[src/rtl/arm_store_buffer.sv]
// arm_store_buffer: posted-write FIFO between the ARM core data port and a req/ack data memory.
// Define STORE_FWD_EN to add store-to-load forwarding (RdAdr/FwdHit/FwdData).
module arm_store_buffer #(
    parameter int DEPTH = 4,
    parameter int AW    = 32,
    parameter int DW    = 32
) (
    input  logic          clk,
    input  logic          reset,
    input  logic          MemWrite,
    input  logic [AW-1:0] DataAdr,
    input  logic [DW-1:0] WriteData,
    output logic          Stall,
    output logic          Empty,
    output logic          mem_req,
    output logic [AW-1:0] mem_addr,
    output logic [DW-1:0] mem_wdata,
    input  logic          mem_ack,
    output logic [15:0]   StoreCount
`ifdef STORE_FWD_EN
    ,
    input  logic [AW-1:0] RdAdr,
    output logic          FwdHit,
    output logic [DW-1:0] FwdData
`endif
);

    localparam int PW = $clog2(DEPTH);

    logic [PW:0]    wr_ptr_q, wr_ptr_d;
    logic [PW:0]    rd_ptr_q, rd_ptr_d;
    logic [15:0]    store_cnt_q, store_cnt_d;
    logic [AW-1:0]  addr_q [DEPTH];
    logic [DW-1:0]  data_q [DEPTH];

    logic           full;
    logic           empty;
    logic           push;
    logic           pop;
    logic [PW-1:0]  head;

    // Extra pointer MSB distinguishes full from empty when the index bits match.
    always_comb begin
        // NOTE: every always_comb output gets a default first so no path can infer a latch.
        full        = (wr_ptr_q[PW] != rd_ptr_q[PW]) &&
                      (wr_ptr_q[PW-1:0] == rd_ptr_q[PW-1:0]);
        empty       = (wr_ptr_q == rd_ptr_q);
        push        = MemWrite && !full;
        pop         = !empty && mem_ack;
        head        = rd_ptr_q[PW-1:0];
        wr_ptr_d    = push ? wr_ptr_q + (PW+1)'(1) : wr_ptr_q;
        rd_ptr_d    = pop  ? rd_ptr_q + (PW+1)'(1) : rd_ptr_q;
        store_cnt_d = push ? store_cnt_q + 16'd1 : store_cnt_q;
    end

    always_ff @(posedge clk or negedge reset) begin
        if (!reset) begin
            wr_ptr_q    <= '0;
            rd_ptr_q    <= '0;
            store_cnt_q <= '0;
        end else begin
            // NOTE: sequential state uses non-blocking assignments so all registers update together.
            wr_ptr_q    <= wr_ptr_d;
            rd_ptr_q    <= rd_ptr_d;
            store_cnt_q <= store_cnt_d;
        end
    end

    // NOTE: the entry array is deliberately not reset; the pointers alone decide which entries are valid.
    always_ff @(posedge clk) begin
        if (push) begin
            addr_q[wr_ptr_q[PW-1:0]] <= DataAdr;
            data_q[wr_ptr_q[PW-1:0]] <= WriteData;
        end
    end

    // Head outputs are forced to zero when nothing is pending so reset/idle values are clean.
    assign Stall      = full;
    assign Empty      = empty;
    assign mem_req    = !empty;
    assign mem_addr   = empty ? '0 : {addr_q[head][AW-1:2], 2'b00};
    assign mem_wdata  = empty ? '0 : data_q[head];
    assign StoreCount = store_cnt_q;

`ifdef STORE_FWD_EN
    logic [PW:0]   fill;
    logic [PW-1:0] idx;
    logic          unused_rd_lsb;

    assign unused_rd_lsb = ^RdAdr[1:0];

    // Walk oldest to youngest so the last match seen is the youngest pending store.
    always_comb begin
        FwdHit  = 1'b0;
        FwdData = '0;
        fill    = wr_ptr_q - rd_ptr_q;
        idx     = '0;
        for (int i = 0; i < DEPTH; i++) begin
            idx = rd_ptr_q[PW-1:0] + PW'(i);
            if (((PW+1)'(i) < fill) && (addr_q[idx][AW-1:2] == RdAdr[AW-1:2])) begin
                FwdHit  = 1'b1;
                FwdData = data_q[idx];
            end
        end
    end
`endif

endmodule

[config.mk]
export PLATFORM = sky130hd
export DESIGN_NAME = arm_store_buffer
export DESIGN_NICKNAME = d
export VERILOG_FILES = /design/src/rtl/arm_store_buffer.sv
export SDC_FILE = /design/constraint.sdc
export NUM_CORES = 1
export LEC_CHECK = 0
export CORE_MARGIN = 1
export CORE_UTILIZATION = 50
export DETAILED_ROUTE_END_ITERATION = 12
export PLACE_DENSITY_LB_ADDON = 0.2
export RECOVER_POWER = 50
export SLEW_MARGIN = 20
export SYNTH_ARGS = -nofsm -noshare
export SYNTH_HDL_FRONTEND = slang
export SYNTH_SLANG_ARGS = --single-unit
[constraint.sdc]
create_clock -name clk -period 7.35 [get_ports clk]
set_input_delay 1.47 -clock clk [delete_from_list [all_inputs] [get_ports clk]]
set_output_delay 1.47 -clock clk [all_outputs]
set_load 0.03 [all_outputs]
After elaboration in Yosys (flattened, before gate mapping) --
Memories as Yosys holds them, arrays and structs flattened. Cells that the tools add are included.
Word-level totals: register bits after elaboration 22, memory bits (writable) 256, input bits 68, output and inout bits 83, word-level logic and storage cells 20, memories kept 2
Memory list:
- addr_q | words 4, bits a word 32, rd ports 1, clocked after Yosys merged registers in 0, write ports 1, line 33 | logic [AW-1:0] addr_q [DEPTH];
- data_q | words 4, bits a word 32, rd ports 1, clocked after Yosys merged registers in 0, write ports 1, line 34 | logic [DW-1:0] data_q [DEPTH];
Operators by class: $add $sub $neg 3, eq/ne operators 3, mux-type cells 4, reductions and logical operators 5
Operators by type and width (count):
- $mux 32 | 2
- $add 16x1->16 const B | 1
- $add 3x1->3 const B | 2
- $eq 3x3->1 | 1
- $logic_and 1x1->1 | 3
- $eq 2x2->1 | 1
- $logic_not 1->1 | 2
- $mux 1 | 2
- $ne 1x1->1 | 1

Depth between registers and ports, before layout --
depth in word-level cells 6, mapped depth 6, mapped depth without buffers 5

Least setup slack after synthesis --
No wires, ideal clock.
path kind input to register, start point input port MemWrite, end point memory addr_q[3][10], enable pin, setup time 0.428 ns, arrival time 3.290 ns, required time 6.922 ns, path slack 3.631 ns, stages 2, path buffers 1, cells stage by stage clkbuf_1 -> and3_1
On the way: word-level cells in the longest chain between the ends 3
Ends and longest elaborated chain:
- start, declared | line 10 | input logic MemWrite,
- $logic_and 1x1->1 | line 48 | push = MemWrite && !full;
- $mux 1 | line 71 | if (push) begin
- $mux 1 (implied by the code) | line 72 | addr_q[wr_ptr_q[PW-1:0]] <= DataAdr;
- end, declared | line 33
Every way passes these cells.

Worst setup path after layout --
start point register rd_ptr_q[1], end point output port mem_wdata[30]
On the way: word-level cells in the longest chain between the ends 2, elaborated cells between the ends (all ways) 3, classes of those cells eq/ne: 1; mux: 1; memory: 1
Ends and longest elaborated chain:
- start, declared | line 31 | logic [PW:0] rd_ptr_q, rd_ptr_d;
- start signal, assigned | line 64 | rd_ptr_q <= rd_ptr_d;
- $mem_v2 4x32 or $eq 3x3->1 (tied branches)
- $mux 32 (*) | line 82 | assign mem_wdata = empty ? '0 : data_q[head];
- end, declared | line 17 | output logic [DW-1:0] mem_wdata,
Every way passes the cells marked *; elsewhere a longest branch is shown, timed or not.

==> metrics.cfg <==
[worst_hold_path]
min_from = StoreCount[15]$_DFFE_PN0P_
holdPathStages = 1
whs_endpoint = StoreCount[15]$_DFFE_PN0P_
worstHoldPathType = reg2reg

[detailed_routing]
vias_per_cell = 5.30
wire_per_inst_um = 20.2
drcViolationCount = 0
ant_nets = 0
wl_um = 18800
drtIter0Drc = 246
num_vias = 4955
dr.pass1.iters = 4

[clock_tree]
clk_pin_slew_ps = 60
cts_sinks = 270
post_cts_buffers = 0
htree_num_levels = 1
cts_inserted_buffers = 28
insertion_delay_ps = 520
cts-resized-gates = 0
cts_root_buffer = clkbuf_16
hold_buffers = 0
clockBufferDepth = 3
cts_tree = done

[floorplan]
core_mm2 = 0.0204
row_count = 52
start_util_pct = 51.4
die_width_um = 147
fp.dieH_um = 147
dieArea_mm2 = 0.0215
ios = 151

[timing]
min_period_ps = 5670
setup-tns-final_ps = 0
clock.fmax_mhz = 176
clock_skew_ps = 7.96
rsz0062_at_grt = false
min_period_over_period_pct = 77.1
finalHoldViolCount = 0
slew_headroom_pct = -125
worst_pin_slew_ps = 3370
drv_slew = 127
setup_viol = 0

[worst_setup_path]
ff2ff_setup_slack_ps = 2610
r2r_cells = 3
cp.required_ps = 5880
r2r_start = rd_ptr_q[1]$_DFFE_PN0P_
regToRegEndpoint = data_q[3][20]$_DFFE_PP_
path_max_fanout = 65
crit_type = reg2out
end_kind = primary output
worstSetupStartpointType = flip-flop
cp.arrival_ps = 4200

[grt]
busiest_layer = met2
overflow = 0
antenna_found_initial = 4
first_global_vias = 5485
met3_usage_pct = 3.76
grt.total_usage_pct = 18.2
grt_max_degree = 66
use_met2_pct = 30.8
grt_pass1_wl_um = 29900
grt.met1_usage_pct = 24.1

[yosys]
synth_top_cell_by_area = edfxtp_1
yosysTopAreaCellShare_pct = 71.1
yosys_warnings = 0
synth_cell_type_count = 26
synth-seq-area-share_pct = 76.4
synthTopCellsByArea = edfxtp_1 (71%), mux4_2 (13%), dfrtp_1 (5.3%), and2_1 (3.7%), xnor2_1 (1.3%)
synth_area_mm2 = 0.0105
ys_ff_latch = 270
synth.avg_cell_area_um2 = 21.5
synth_cells = 487

[cells_and_area]
areaGrowthSynthToFinish_pct = 24.4
drive_above_1_share_pct = 17.5
fin_cells = 935
final_nets = 715

[power_and_ir_drop]
power_density_mw_per_mm2 = 490
ir_drop_uv = 336
p_leak_uw = 0.00436

[run]
max-cap-violations = 2

[status]
status = finished, violations left
violations = capacitance limit, slew limit

[placed_design]
port_buffers = 146
gp_congestion = 0.759
place_hpwl_um = 10500
place_inst = 881

-- synth_stat cells (all sizes together) --
cell type / instances
and4: 2
nand4: 5
inv: 4
xnor2: 17
conb: 1
buf: 16
nand3: 9
ha: 6
a31oi: 2
mux4: 62
nand2: 4
nor2: 1
xor2: 5
mux2: 3
and3: 8
nand3b: 1
and2: 62
edfxtp: 248
dfrtp: 22
clkbuf: 9
-- critical path: stages, from the launching register on --
cell,delay (ps)
dfrtp_4,1050
xnor2_1,270
nand3b_1,740
buf_4,550
and2_1,210
clkdlybuf4s50_1,720
-- worst max path at each step --
stage                              endpoint  depth (start not counted)                    start
global route                  mem_wdata[17]                          5  rd_ptr_q[1]$_DFFE_PN0P_
global placement              mem_wdata[30]                          5  rd_ptr_q[1]$_DFFE_PN0P_
finish                        mem_wdata[30]                          5  rd_ptr_q[1]$_DFFE_PN0P_
CTS                           mem_wdata[18]                          5  rd_ptr_q[1]$_DFFE_PN0P_
detailed placement            mem_wdata[18]                          5  rd_ptr_q[1]$_DFFE_PN0P_
floorplan           addr_q[3][10]$_DFFE_PP_                          2                 MemWrite
-- area by class of cell --
cell class              instances  area [um2]
flip-flops and latches        270        8010
multi-input cells             189        2300
well taps                     270         338
fillers                      1364        7340
clock buffers                  32         737
diodes                          2        5.00
inverters                       4        15.0
repair buffers                148        1470
clock inverters                20         151
-- layout by cell type, fill, tap and decap left out, types with 3 or more instances in the layout --
cell,instances
dfrtp_1,20
nand2_1,4
and3_1,6
edfxtp_1,248
clkdlybuf4s50_1,82
nand4_1,5
nand3_1,9
ha_1,6
dlygate4sd3_1,63
clkbuf_1,4
and2_1,62
clkinv_1,6
xor2_1,4
clkbuf_16,29
mux4_2,62
mux2_2,3
clkinv_2,9
inv_1,4
xnor2_1,16
-- layer usage --
| metal | vias to the layer above | part of all wire (%) |
|---|---|---|
| li1 | 2258 | - |
| met1 | 2537 | 42 |
| met2 | 124 | 51 |
| met3 | 32 | 5.0 |
| met4 | 4 | 1.8 |
| met5 | - | 0.11 |
-- registers in the layout, indices dropped and copies added, names as in the netlist --
name,cells
data_q,128
StoreCount,16
rd_ptr_q,3
addr_q,120
wr_ptr_q,3
-- logic make-up after synthesis --
family | synth area share [%]
compound gates | 0.263
fa+ha+maj | 0.717
other cells | 0.0358
flops | 76.4
xor+xnor | 2.06
mux | 13.7
simple gates | 5.40
buf+inv | 1.49
-- through the flow --
stage / worst slack, ps / instance area, um2 / utilization (%) / power, uW / hold slack, ps
5_1_grt: 1360 / 13000 / 63.9 / 6680 / 509
3_3_place_gp: 2220 / 12200 / 59.8 / 5100 / 462
6_report: 1680 / 13000 / 63.9 / 6380 / 478
2_1_floorplan: 3630 / 10500 / - / 4060 / 496
4_1_cts: 1650 / 13100 / 64.1 / 6490 / 483
3_5_place_dp: 2210 / 12200 / 59.8 / 5140 / 471
-- report_power, final --
group	switching [uW]	internal [uW]
Clock	553	788
Sequential	218	2090
Combinational	1510	1230
No activity file was read; power rests on OpenSTA's default activity.
==> patch 1 (same settings) <==
`DEPTH`: 4 -> 8.
--- a/src/rtl/arm_store_buffer.sv
+++ b/src/rtl/arm_store_buffer.sv
@@ -2,5 +2,5 @@
 // Define STORE_FWD_EN to add store-to-load forwarding (RdAdr/FwdHit/FwdData).
 module arm_store_buffer #(
-    parameter int DEPTH = 4,
+    parameter int DEPTH = 8,
     parameter int AW    = 32,
     parameter int DW    = 32
Behaviour: not the same (a bounded check fails within 10 cycles, from zero or initial values and one cycle with reset low).
==> patch 1 against the unedited design <==
- largest cell class unchanged
- wire length grew 110%
- the run still ends with capacitance limit, slew limit left
- power increased by 67%
- sequential power up 77%
- design area is 83% higher
- area after synthesis rose by 91%
- maximum frequency is 4.7% lower
- clock power rose by 100%
- sequential cell count is 250 higher
- highest routed layer unchanged
- worst setup slack worse by 280 ps
- synthesized cell count increased by 86%
==> patch 1: results (changes against the unedited design) <==
| Metric | Value |
|---|---|
| Status | `finished with violations (unchanged)` |
| Failing checks | `capacitance limit, slew limit (unchanged)` |
| H-Tree Depth | `2 (was 1)` |
| Slowest cell on crit path | `dfrtp_1 (was dfrtp_4)` |
| Clock Latency Late Sink | `600 ps (was 520 ps)` |
| Fillers | `2798 (was 1364)` |
| WP data arrival | `4480 ps (was 4200 ps)` |
| Post-Syn Instances | `904 (was 487)` |
| Slowest stage delay, CP | `1710 ps (was 1050 ps)` |
| Max-cap violations | `2 (unchanged)` |
| Multi-input gates | `335 (was 189)` |
| Die footprint | `40800 um^2 (was 21500 um^2)` |
| Most frequent cells after synthesis | `edfxtp_1 (496), mux4_2 (124), nor2_1 (70) (was edfxtp_1 (248), and2_1 (62), mux4_2 (62))` |
| Routed wire length | `38700 um (was 18800 um)` |
| Clk tree area frac | `7.34% (was 6.82%)` |
| First-pass GRT wire length | `58300 um (was 29900 um)` |
| Post-DP HPWL | `19900 um (was 10500 um)` |
| Leakage power | `7.92 nW (was 4.36 nW)` |
| Inverters | `2 (was 4)` |
| Critical path peak fanout | `31 (was 65)` |
| Number of clock buffers in the layout | `65 (was 32)` |
| Register Area | `15500 um^2 (was 8010 um^2)` |
| Top cell family by delay on the critical path | `flip-flops (was buffers and inverters)` |
| Post-layout net count | `1149 (was 715)` |
| Share of cells above drive strength 1 | `20.4% (was 17.5%)` |
| Synth Area in Compound Gates | `0.0813% (was 0.263%)` |
| Post-layout instance area | `23900 um^2 (was 13000 um^2)` |
| Sequential element share of the synthesized area | `77.5% (was 76.4%)` |
| Pre-CTS WS | `2410 ps (was 2210 ps)` |
| Synth cell types | `28 (was 26)` |
| Slew Limit Fails | `48 (was 127)` |
| GRT Resource Usage Total | `19.5% (was 18.2%)` |
| Xor/xnor share of the synthesized area | `1.27% (was 2.06%)` |
[patch 1: cell count changes after synthesis, moves of 8 or more]
cell / before / now
mux4_2: 62 / 124
mux2i_1: 0 / 62
xor2_1: 4 / 12
and2_1: 62 / 0
nor2_1: 1 / 70
edfxtp_1: 248 / 496
buf_2: 5 / 30
[patch 1: worst paths after layout]
| check | to | startpoint | slack [ps] | cells past startpoint |
|---|---|---|---|---|
| worst min-delay path | StoreCount[15]$_DFFE_PN0P_ | StoreCount[15]$_DFFE_PN0P_ | 470 | 1 |
| min in group asynchronous | StoreCount[15]$_DFFE_PN0P_ | reset | 1700 | 2 |
| max in group asynchronous | rd_ptr_q[1]$_DFFE_PN0P_ | reset | 4710 | 2 |
| worst max register to register | addr_q[5][7]$_DFFE_PP_ | rd_ptr_q[2]$_DFFE_PN0P_ | 2060 | 5 |
| worst max-delay path | mem_addr[10] | rd_ptr_q[2]$_DFFE_PN0P_ | 1400 | 6 |
| worst min register to register | StoreCount[15]$_DFFE_PN0P_ | StoreCount[15]$_DFFE_PN0P_ | 470 | 1 |
[patch 1: where the power goes]
| group | internal [mW] | total, mW | leakage [nW] | switching, mW |
|---|---|---|---|---|
| Combinational | 1.73 | 3.88 | 2.25 | 2.15 |
| Sequential | 3.75 | 4.09 | 4.81 | 0.344 |
| Clock | 1.62 | 2.70 | 0.856 | 1.08 |
[patch 1: metal layers]
metal | global-route usage [%] | wire [um] | vias to the layer above
li1 | - | - | 4077
met2 | 31.5 | 19000 | 238
met1 | 26.9 | 16600 | 4867
met4 | 6.20 | 641 | 12
met5 | 0 | 63 | -
met3 | 3.97 | 2290 | 59
==> patch 2 (same flow settings) <==
Made on the original files. Make the reset (`reset`) synchronous in one clocked block.
--- a/src/rtl/arm_store_buffer.sv
+++ b/src/rtl/arm_store_buffer.sv
@@ -54,5 +54,5 @@
     end
 
-    always_ff @(posedge clk or negedge reset) begin
+    always_ff @(posedge clk) begin
         if (!reset) begin
             wr_ptr_q    <= '0;
Behaviour: differs if reset is asserted again (counterexample within 4 cycles, from zero or initial values and one cycle with reset low); with reset held inactive, the same outputs for 4 cycles.
==> patch 2 against the unedited design <==
- the run still ends with capacitance limit, slew limit left
- area after synthesis up 0.56%
- first-iteration DRC count up 27%
- register-to-register slack got worse by 250 ps
- wire length increased by 2.3%
- global-route usage up 0.34 points
- sequential cell count rose by 2
- synthesized cell count is 9.7% higher
- design area up 0.87%
- worst setup slack improved by 310 ps
- highest routed layer is now met4
Power is not compared: it rests on default switching activity, and its combinational part moved more than twofold at a synthesized area within 25%.
==> patch 2: results (changes against the unedited design) <==
| Metric | Value |
|---|---|
| Status | `finished with violations (unchanged)` |
| Failing checks | `capacitance limit, slew limit (unchanged)` |
| Num CTS Buffers | `27 (was 28)` |
| Cells on Worst Hold Path | `2 (was 1)` |
| Ys async rst share | `0% (was 8.15%)` |
| Max-cap violations | `2 (unchanged)` |
| Top Layer Used | `met4 (was met5)` |
| Critical path peak fanout | `36 (was 65)` |
| Skew final | `9.86 ps (was 7.96 ps)` |
| Gpl congestion | `0.755 (was 0.759)` |
| Post-layout net count | `764 (was 715)` |
| Slowest stage delay, CP | `1970 ps (was 1050 ps)` |
| Synth cell types | `37 (was 26)` |
| Initial drt markers | `313 (was 246)` |
| GRT Resource Usage Total | `18.5% (was 18.2%)` |
| Share of cells above drive strength 1 | `16.7% (was 17.5%)` |
| Slowest cell on crit path | `nor2_1 (was dfrtp_4)` |
| Vias in the first global route | `5722 (was 5485)` |
| Pre-CTS WS | `2960 ps (was 2210 ps)` |
| Top cell family by delay on the critical path | `simple AND/OR/NAND/NOR gates (was buffers and inverters)` |
| Top cells by area, synth | `edfxtp_1 (71%), mux4_2 (13%), dfxtp_1 (4.6%) (was edfxtp_1 (71%), mux4_2 (13%), dfrtp_1 (5.3%))` |
| Largest net degree at the start of global routing | `65 (was 66)` |
| Fillers | `1441 (was 1364)` |
| Worst Reg-to-Reg Cells | `5 (was 3)` |
| Slew Limit Fails | `53 (was 127)` |
| DR vias/cell | `5.42 (was 5.30)` |
| Met2 wire length | `10000 um (was 9540 um)` |
| Most frequent cells after synthesis | `edfxtp_1 (248), mux4_2 (62), nor2b_1 (62) (was edfxtp_1 (248), and2_1 (62), mux4_2 (62))` |
| Measured slew at the worst slew-check pin | `2590 ps (was 3370 ps)` |
| Met3 WL post-DR | `1070 um (was 941 um)` |
| Sequential element share of the synthesized area | `75.3% (was 76.4%)` |
| Routed wire length per instance | `19.6 um (was 20.2 um)` |
| M1 wire length | `7830 um (was 8000 um)` |
| Post-DP HPWL | `11200 um (was 10500 um)` |
patch 2: changes by cell type after synthesis, moves of 13 or more:
cell,before,now
a21oi_1,0,13
and2_1,62,0
dfrtp_1,22,0
dfxtp_1,0,24
nor2b_1,0,62
xnor2_1,15,2
patch 2: path summary, 6_finish.rpt:
| path | start | end | slack, ps |
|---|---|---|---|
| min | StoreCount[15]$_SDFFE_PN0P_ | StoreCount[15]$_SDFFE_PN0P_ | 470 |
| max reg2reg | wr_ptr_q[1]$_SDFFE_PN0P_ | addr_q[1][31]$_DFFE_PP_ | 2360 |
| max | MemWrite | addr_q[1][31]$_DFFE_PP_ | 1990 |
| min reg2reg | StoreCount[15]$_SDFFE_PN0P_ | StoreCount[15]$_SDFFE_PN0P_ | 470 |
patch 2: worst min-delay path, cell delays in order, from the launching register on:
cell     delay (ps)
dfxtp_1         310
nand2_1          50
mux2i_1          60
patch 2: logic make-up (layout without fill, tap and decap cells):
family | Yosys count | in the layout | share of synthesized area [%]
adders and majority gates | 6 | 6 | 0.713
xor gates and xnor gates | 8 | 8 | 0.808
DFF | 272 | 272 | 75.3
muxes | 63 | 63 | 13.4
and+or+nand+nor | 108 | 108 | 6.11
other | 1 | 7 | 0.0356
AOI/OAI and AO/OA | 36 | 36 | 2.08
buffers and inverters | 40 | 216 | 1.62
patch 2: cell type report:
class	instances	area (um^2)	area share, %
antenna	5	12.5	0.0952
clock buffer	31	721	5.49
clock inverter	19	126	0.962
timing repair buffer	153	1510	11.5
tap	270	338	2.57
inverter	13	48.8	0.371
sequential	272	7940	60.4
multi-input combinational	223	2440	18.6
patch 2: per-layer routing:
metal	track usage [%]	vias up
met5	0	-
met4	5.00	0
met3	3.73	27
met2	32.4	158
met1	23.6	2714
li1	-	2441
patch 2: power by group through the flow:
stage | logic (mW) | clock network [mW] | registers, mW
final | 1.02 | 1.29 | 1.83
after global routing | 1.09 | 1.38 | 1.85
after detailed placement | 1.05 | 0 | 1.87
after global placement | 1.04 | 0 | 1.87
after CTS | 1.05 | 1.31 | 1.84
after floorplan | 0.681 | 0 | 1.82
patch 2: metrics by stage:
stage          area [um^2]  hold slack (ps)  std cells
3_3_place_gp         12300              454        930
5_1_grt              13100              506        983
4_1_cts              13200              473        980
2_1_floorplan        10500              495        535
3_5_place_dp         12300              464        930
6_report             13100              471        986
